$ cat src/rtl/mult_arb_pkg.sv
// Shared widths, FSM encoding and counter sizing for the multiplier arbiter.
// Optional signed operand handling is selected by MULT_ARB_SIGNED_EN.
package mult_arb_pkg;
  localparam int OPW = 18;
  localparam int PW  = 36;

  typedef enum logic [1:0] {
    IDLE,
    WAIT,
    ACK
  } state_e;

  function automatic int cnt_w(input int lat);
    return ($clog2(lat) < 1) ? 1 : $clog2(lat);
  endfunction
endpackage

$ cat src/rtl/mult_arb_rr.sv
// Combinational round-robin picker.
// Returns the first set request at or after the pointer, wrapping.
module mult_arb_rr #(
  parameter int NREQ = 4,
  parameter int IW   = $clog2(NREQ)
) (
  input  logic [NREQ-1:0] req,
  input  logic [IW-1:0]   ptr,
  output logic            valid,
  output logic [IW-1:0]   idx
);
  logic found;
  int   j;

  always_comb begin
    valid = |req;
    idx   = '0;
    found = 1'b0;
    j     = 0;
    for (int k = 0; k < NREQ; k++) begin
      j = int'(ptr) + k;
      if (j >= NREQ) j = j - NREQ;
      if (!found && req[j]) begin
        idx   = IW'(j);
        found = 1'b1;
      end
    end
  end
endmodule

$ cat src/rtl/mult_arbiter.sv
// Round-robin arbiter sharing one sequential multiplier among NREQ requesters.
// MULT_ARB_SIGNED_EN: two's complement operands via magnitude + sign fixup.
module mult_arbiter
  import mult_arb_pkg::*;
#(
  parameter int NREQ    = 4,
  parameter int MUL_LAT = 20
) (
  input  logic              clk,
  input  logic              reset,
  input  logic [NREQ-1:0]   req,
  input  logic [NREQ*OPW-1:0] a_in,
  input  logic [NREQ*OPW-1:0] b_in,
  output logic [NREQ-1:0]   ack,
  output logic [PW-1:0]     result,
  output logic              busy,
  output logic [OPW-1:0]    mul_a,
  output logic [OPW-1:0]    mul_b,
  input  logic [PW-1:0]     mul_p
);
  localparam int IW = $clog2(NREQ);
  localparam int CW = cnt_w(MUL_LAT);

  state_e          state_q, state_d;
  logic [IW-1:0]   ptr_q, ptr_d;
  logic [IW-1:0]   gnt_q, gnt_d;
  logic [CW-1:0]   cnt_q, cnt_d;
  logic [OPW-1:0]  mul_a_q, mul_a_d;
  logic [OPW-1:0]  mul_b_q, mul_b_d;
  logic [PW-1:0]   result_q, result_d;

  logic            rr_valid;
  logic [IW-1:0]   rr_idx;
  logic [OPW-1:0]  a_sel, b_sel;
  logic [OPW-1:0]  a_op, b_op;
  logic [PW-1:0]   p_fix;

  mult_arb_rr #(
    .NREQ (NREQ),
    .IW   (IW)
  ) u_rr (
    .req   (req),
    .ptr   (ptr_q),
    .valid (rr_valid),
    .idx   (rr_idx)
  );

  assign a_sel = a_in[rr_idx*OPW +: OPW];
  assign b_sel = b_in[rr_idx*OPW +: OPW];

`ifdef MULT_ARB_SIGNED_EN
  logic sign_q, sign_d;

  // The multiplier is unsigned: feed magnitudes, restore the sign on capture.
  assign a_op  = a_sel[OPW-1] ? (~a_sel + OPW'(1)) : a_sel;
  assign b_op  = b_sel[OPW-1] ? (~b_sel + OPW'(1)) : b_sel;
  assign p_fix = sign_q ? (~mul_p + PW'(1)) : mul_p;

  always_comb begin
    sign_d = sign_q;
    if (state_q == IDLE && rr_valid)
      sign_d = a_sel[OPW-1] ^ b_sel[OPW-1];
  end

  always_ff @(posedge clk) begin
    if (reset) sign_q <= 1'b0;
    else       sign_q <= sign_d;
  end
`else
  assign a_op  = a_sel;
  assign b_op  = b_sel;
  assign p_fix = mul_p;
`endif

  always_comb begin
    state_d  = state_q;
    ptr_d    = ptr_q;
    gnt_d    = gnt_q;
    cnt_d    = cnt_q;
    mul_a_d  = mul_a_q;
    mul_b_d  = mul_b_q;
    result_d = result_q;
    unique case (state_q)
      IDLE: begin
        if (rr_valid) begin
          gnt_d   = rr_idx;
          mul_a_d = a_op;
          mul_b_d = b_op;
          cnt_d   = CW'(MUL_LAT - 1);
          state_d = WAIT;
        end
      end
      WAIT: begin
        if (cnt_q == '0) begin
          result_d = p_fix;
          state_d  = ACK;
        end else begin
          cnt_d = cnt_q - CW'(1);
        end
      end
      ACK: begin
        ptr_d   = (gnt_q == IW'(NREQ - 1)) ? '0 : gnt_q + IW'(1);
        state_d = IDLE;
      end
      default: state_d = IDLE;
    endcase
  end

  always_ff @(posedge clk) begin
    if (reset) begin
      state_q  <= IDLE;
      ptr_q    <= '0;
      gnt_q    <= '0;
      cnt_q    <= '0;
      mul_a_q  <= '0;
      mul_b_q  <= '0;
      result_q <= '0;
    end else begin
      state_q  <= state_d;
      ptr_q    <= ptr_d;
      gnt_q    <= gnt_d;
      cnt_q    <= cnt_d;
      mul_a_q  <= mul_a_d;
      mul_b_q  <= mul_b_d;
      result_q <= result_d;
    end
  end

  always_comb begin
    ack = '0;
    if (state_q == ACK) ack[gnt_q] = 1'b1;
  end

  assign busy   = (state_q != IDLE);
  assign mul_a  = mul_a_q;
  assign mul_b  = mul_b_q;
  assign result = result_q;
endmodule

$ cat config.mk
export PLATFORM = sky130hd
export DESIGN_NAME = mult_arbiter
export DESIGN_NICKNAME = d
export VERILOG_FILES = /design/src/rtl/mult_arb_pkg.sv /design/src/rtl/mult_arb_rr.sv /design/src/rtl/mult_arbiter.sv
export SDC_FILE = /design/constraint.sdc
export NUM_CORES = 1
export LEC_CHECK = 0
export CELL_PAD_IN_SITES_DETAIL_PLACEMENT = 1
export CELL_PAD_IN_SITES_GLOBAL_PLACEMENT = 1
export CORE_AREA = 2 2 128 130
export DETAILED_ROUTE_END_ITERATION = 8
export DIE_AREA = 0 0 130 132
export HOLD_SLACK_MARGIN = 0.03
export PLACE_DENSITY = 0.84
export SETUP_SLACK_MARGIN = 0.3
export SYNTH_ARGS = -nofsm -noshare
export SYNTH_HDL_FRONTEND = slang
export SYNTH_SLANG_ARGS = --single-unit
export TNS_END_PERCENT = 100
$ cat constraint.sdc
create_clock -name clk -period 3.35 [get_ports clk]
set_input_delay 0.67 -clock clk [delete_from_list [all_inputs] [get_ports clk]]
set_output_delay 0.67 -clock clk [all_outputs]
set_load 0.02 [all_outputs]
==> run metrics <==
status=finished, final reports clean; Final WS setup=0.5504 ns; Period minus WS final=2.800 ns; NumNets Final=950; starting density of the core=26.49%; share of post-route cells with drive strength above 1=4.581%; Clock Skews=0.008485 ns; Ports=263; gpl congestion=0.8924; dominant synthesized flop cell=dfxtp_1; Clk pin slew, worst setup/hold paths=0.06 ns; Crit Path Category=in -> reg; Final setup viols=0; Port Buf Inserts=262; clock sinks=83; Worst VDD drop=0.0002331 V; fmax=357.2 MHz; Synth Cell Area=4161 sq um; Hold Violations, Final=0; n_diodes=0; GR Overflow Total=0; height of the chip=132 um; core area=15710 sq um; Area Growth Syn to Fin=75.80%; WP data required=3.59 ns; Vias/cell=4.973; sequential share of the synthesized area=39.93%; 1st-iter DRT viols=164; Startpoint Class=input pin; clock root buffer=clkbuf_16; final setup TNS=0 ns; HP Class=reg -> reg; Die W=130 um; hold buffer count at CTS=0; Final Max Tran Viols=0; DR DRC count=0; Rows=46; Rel. slew slack=16.82%; die area=17160 sq um; pre-CTS setup slack=0.1402 ns; DR vias=4874; initial antenna violation count=1; syn avg cell area=7.942 sq um; post-synth top area share=39.93%; EDFF count, synth=0; post-CTS sizing=0; PwrDens=448.5 nW/um^2; synthesized net count=715; htree depth=3; final wirelength=17.79 mm; post-synthesis cell count=524; Worst-Margin Slew=1.245 ns; vias in the first global route=5175; unrepaired setup endpoints after global routing=false; Tot GR Track Use=20.52%; Post-synth ARST share=0%; top cells by area, synth=dfxtp_1 (40%), a211oi_1 (13%), and3_1 (11%), nand2_1 (10%), o31ai_1 (6.5%); Routed Antenna Nets=0; Worst EP arrival=3.04 ns; Detail Placement HPWL=13.66 mm; Max clock buf depth=2; first-pass GRT wire length=27.66 mm; largest net degree at the start of global routing=74; flops & latches, synth=83; CTS Buf Count=9; Pleak=0.002695 uW; yosys warns=0; Synth cell types=30; TritonCTS clock tree=yes; Setup Buffers After CTS=0; Crit. End Element=flip-flop; Worst Path Max Fanout=73; part of the cycle the worst path needs=83.57%; clk_lat worst skew=0.34 ns; Pre-antenna DRT Iters=4; Max Cap Violations=0; routed length per instance=18.15 um; top cell type by total area after synthesis=dfxtp_1
-- metrics by stage --
step                      area, sq um  instances  hold slack, ns  power, uW  utilization [%]
after floorplan                  4161        524          0.4610       1656                -
after global placement           6985        964          0.4351       2174            44.46
after detailed placement         6985        964          0.4452       2209            44.46
after CTS                        7312        980          0.4564       3328            46.54
after global routing             7316        980          0.4745       3451            46.56
final                            7316        980          0.4551       3281            46.56
-- layer usage --
layer / part of all wire (%) / global-route usage (%) / wire, um
met3: 8.6 / 6.453 / 1527
met5: 0.073 / 0 / 13
met4: 2.7 / 8.124 / 472
met1: 40 / 22.58 / 7039
met2: 49 / 36.27 / 8735
-- sequential cells by signal, summed over array words and instances (netlist names) --
signal	flops
cnt_q	5
gnt_q	2
mul_a	18
mul_b	18
ptr_q	2
result	36
state_q	2
-- logic make-up (layout without fill, tap and decap cells) --
family | count (synthesis) | count (layout) | share of synthesized area, %
AO/OA/AOI/OAI | 153 | 153 | 25.56
XOR/XNOR | 2 | 2 | 0.4210
adder cells (fa/ha/maj) | 5 | 5 | 1.503
buffers and inverters | 55 | 295 | 5.532
flip-flops | 83 | 83 | 39.93
multiplexers | 4 | 4 | 0.9622
AND/OR/NAND/NOR | 222 | 222 | 26.10
-- Yosys cell counts, drive strengths merged (4+ instances only) --
cell and count:
clkbuf 36, ha 5, buf 14, nor2b 7, o31ai 36, inv 5
dfxtp 83, nand2 113, mux2i 4, and2 7, a211oi 74, a21oi 37
nor2 13, and3 72
-- final timing paths --
| kind | start | slack [ns] | to | cells past startpoint |
|---|---|---|---|---|
| setup / recovery | req[3] | 0.55 | mul_b[8] | 8 |
| hold / removal | result[2] | 0.46 | result[2] | 2 |
| setup reg to reg | ptr_q[1] | 0.96 | mul_a[11] | 5 |
| hold reg to reg | result[2] | 0.46 | result[2] | 2 |
-- cell type report --
cell class | instances | area [sq um]
clock inverters | 6 | 87.58
clock buffers | 10 | 239.0
flip-flops and latches | 83 | 1662
fillers | 1821 | 8397
multi-input cells | 386 | 2285
inverters | 5 | 18.77
repair buffers | 274 | 2754
well taps | 216 | 270.3
-- cell usage in the layout, fill, tap and decap left out, types with 3 or more instances in the layout --
cell type and n:
inv_1 5, a21oi_1 37, nor2b_1 6, buf_12 3, mux2i_1 4, a211oi_1 74
ha_1 5, dfxtp_1 83, buf_4 8, clkbuf_16 9, clkdlybuf4s50_1 262, and3_1 72
and2_1 7, nor2_1 13, nand2_1 112, o31ai_1 36
-- where the power goes --
part | switching, uW | internal (uW)
Sequential | 70.4 | 1100
Clock | 427 | 675
Combinational | 488 | 522
-- worst max-delay path, cell delays in order --
cell and delay [ns]:
clkdlybuf4s50_1 0.60, nor2_1 0.08, or4b_2 0.72, buf_12 0.22, nand2_4 0.13, buf_12 0.19
a211oi_1 0.10, o31ai_1 0.28
No activity file was read; power rests on OpenSTA's default activity.
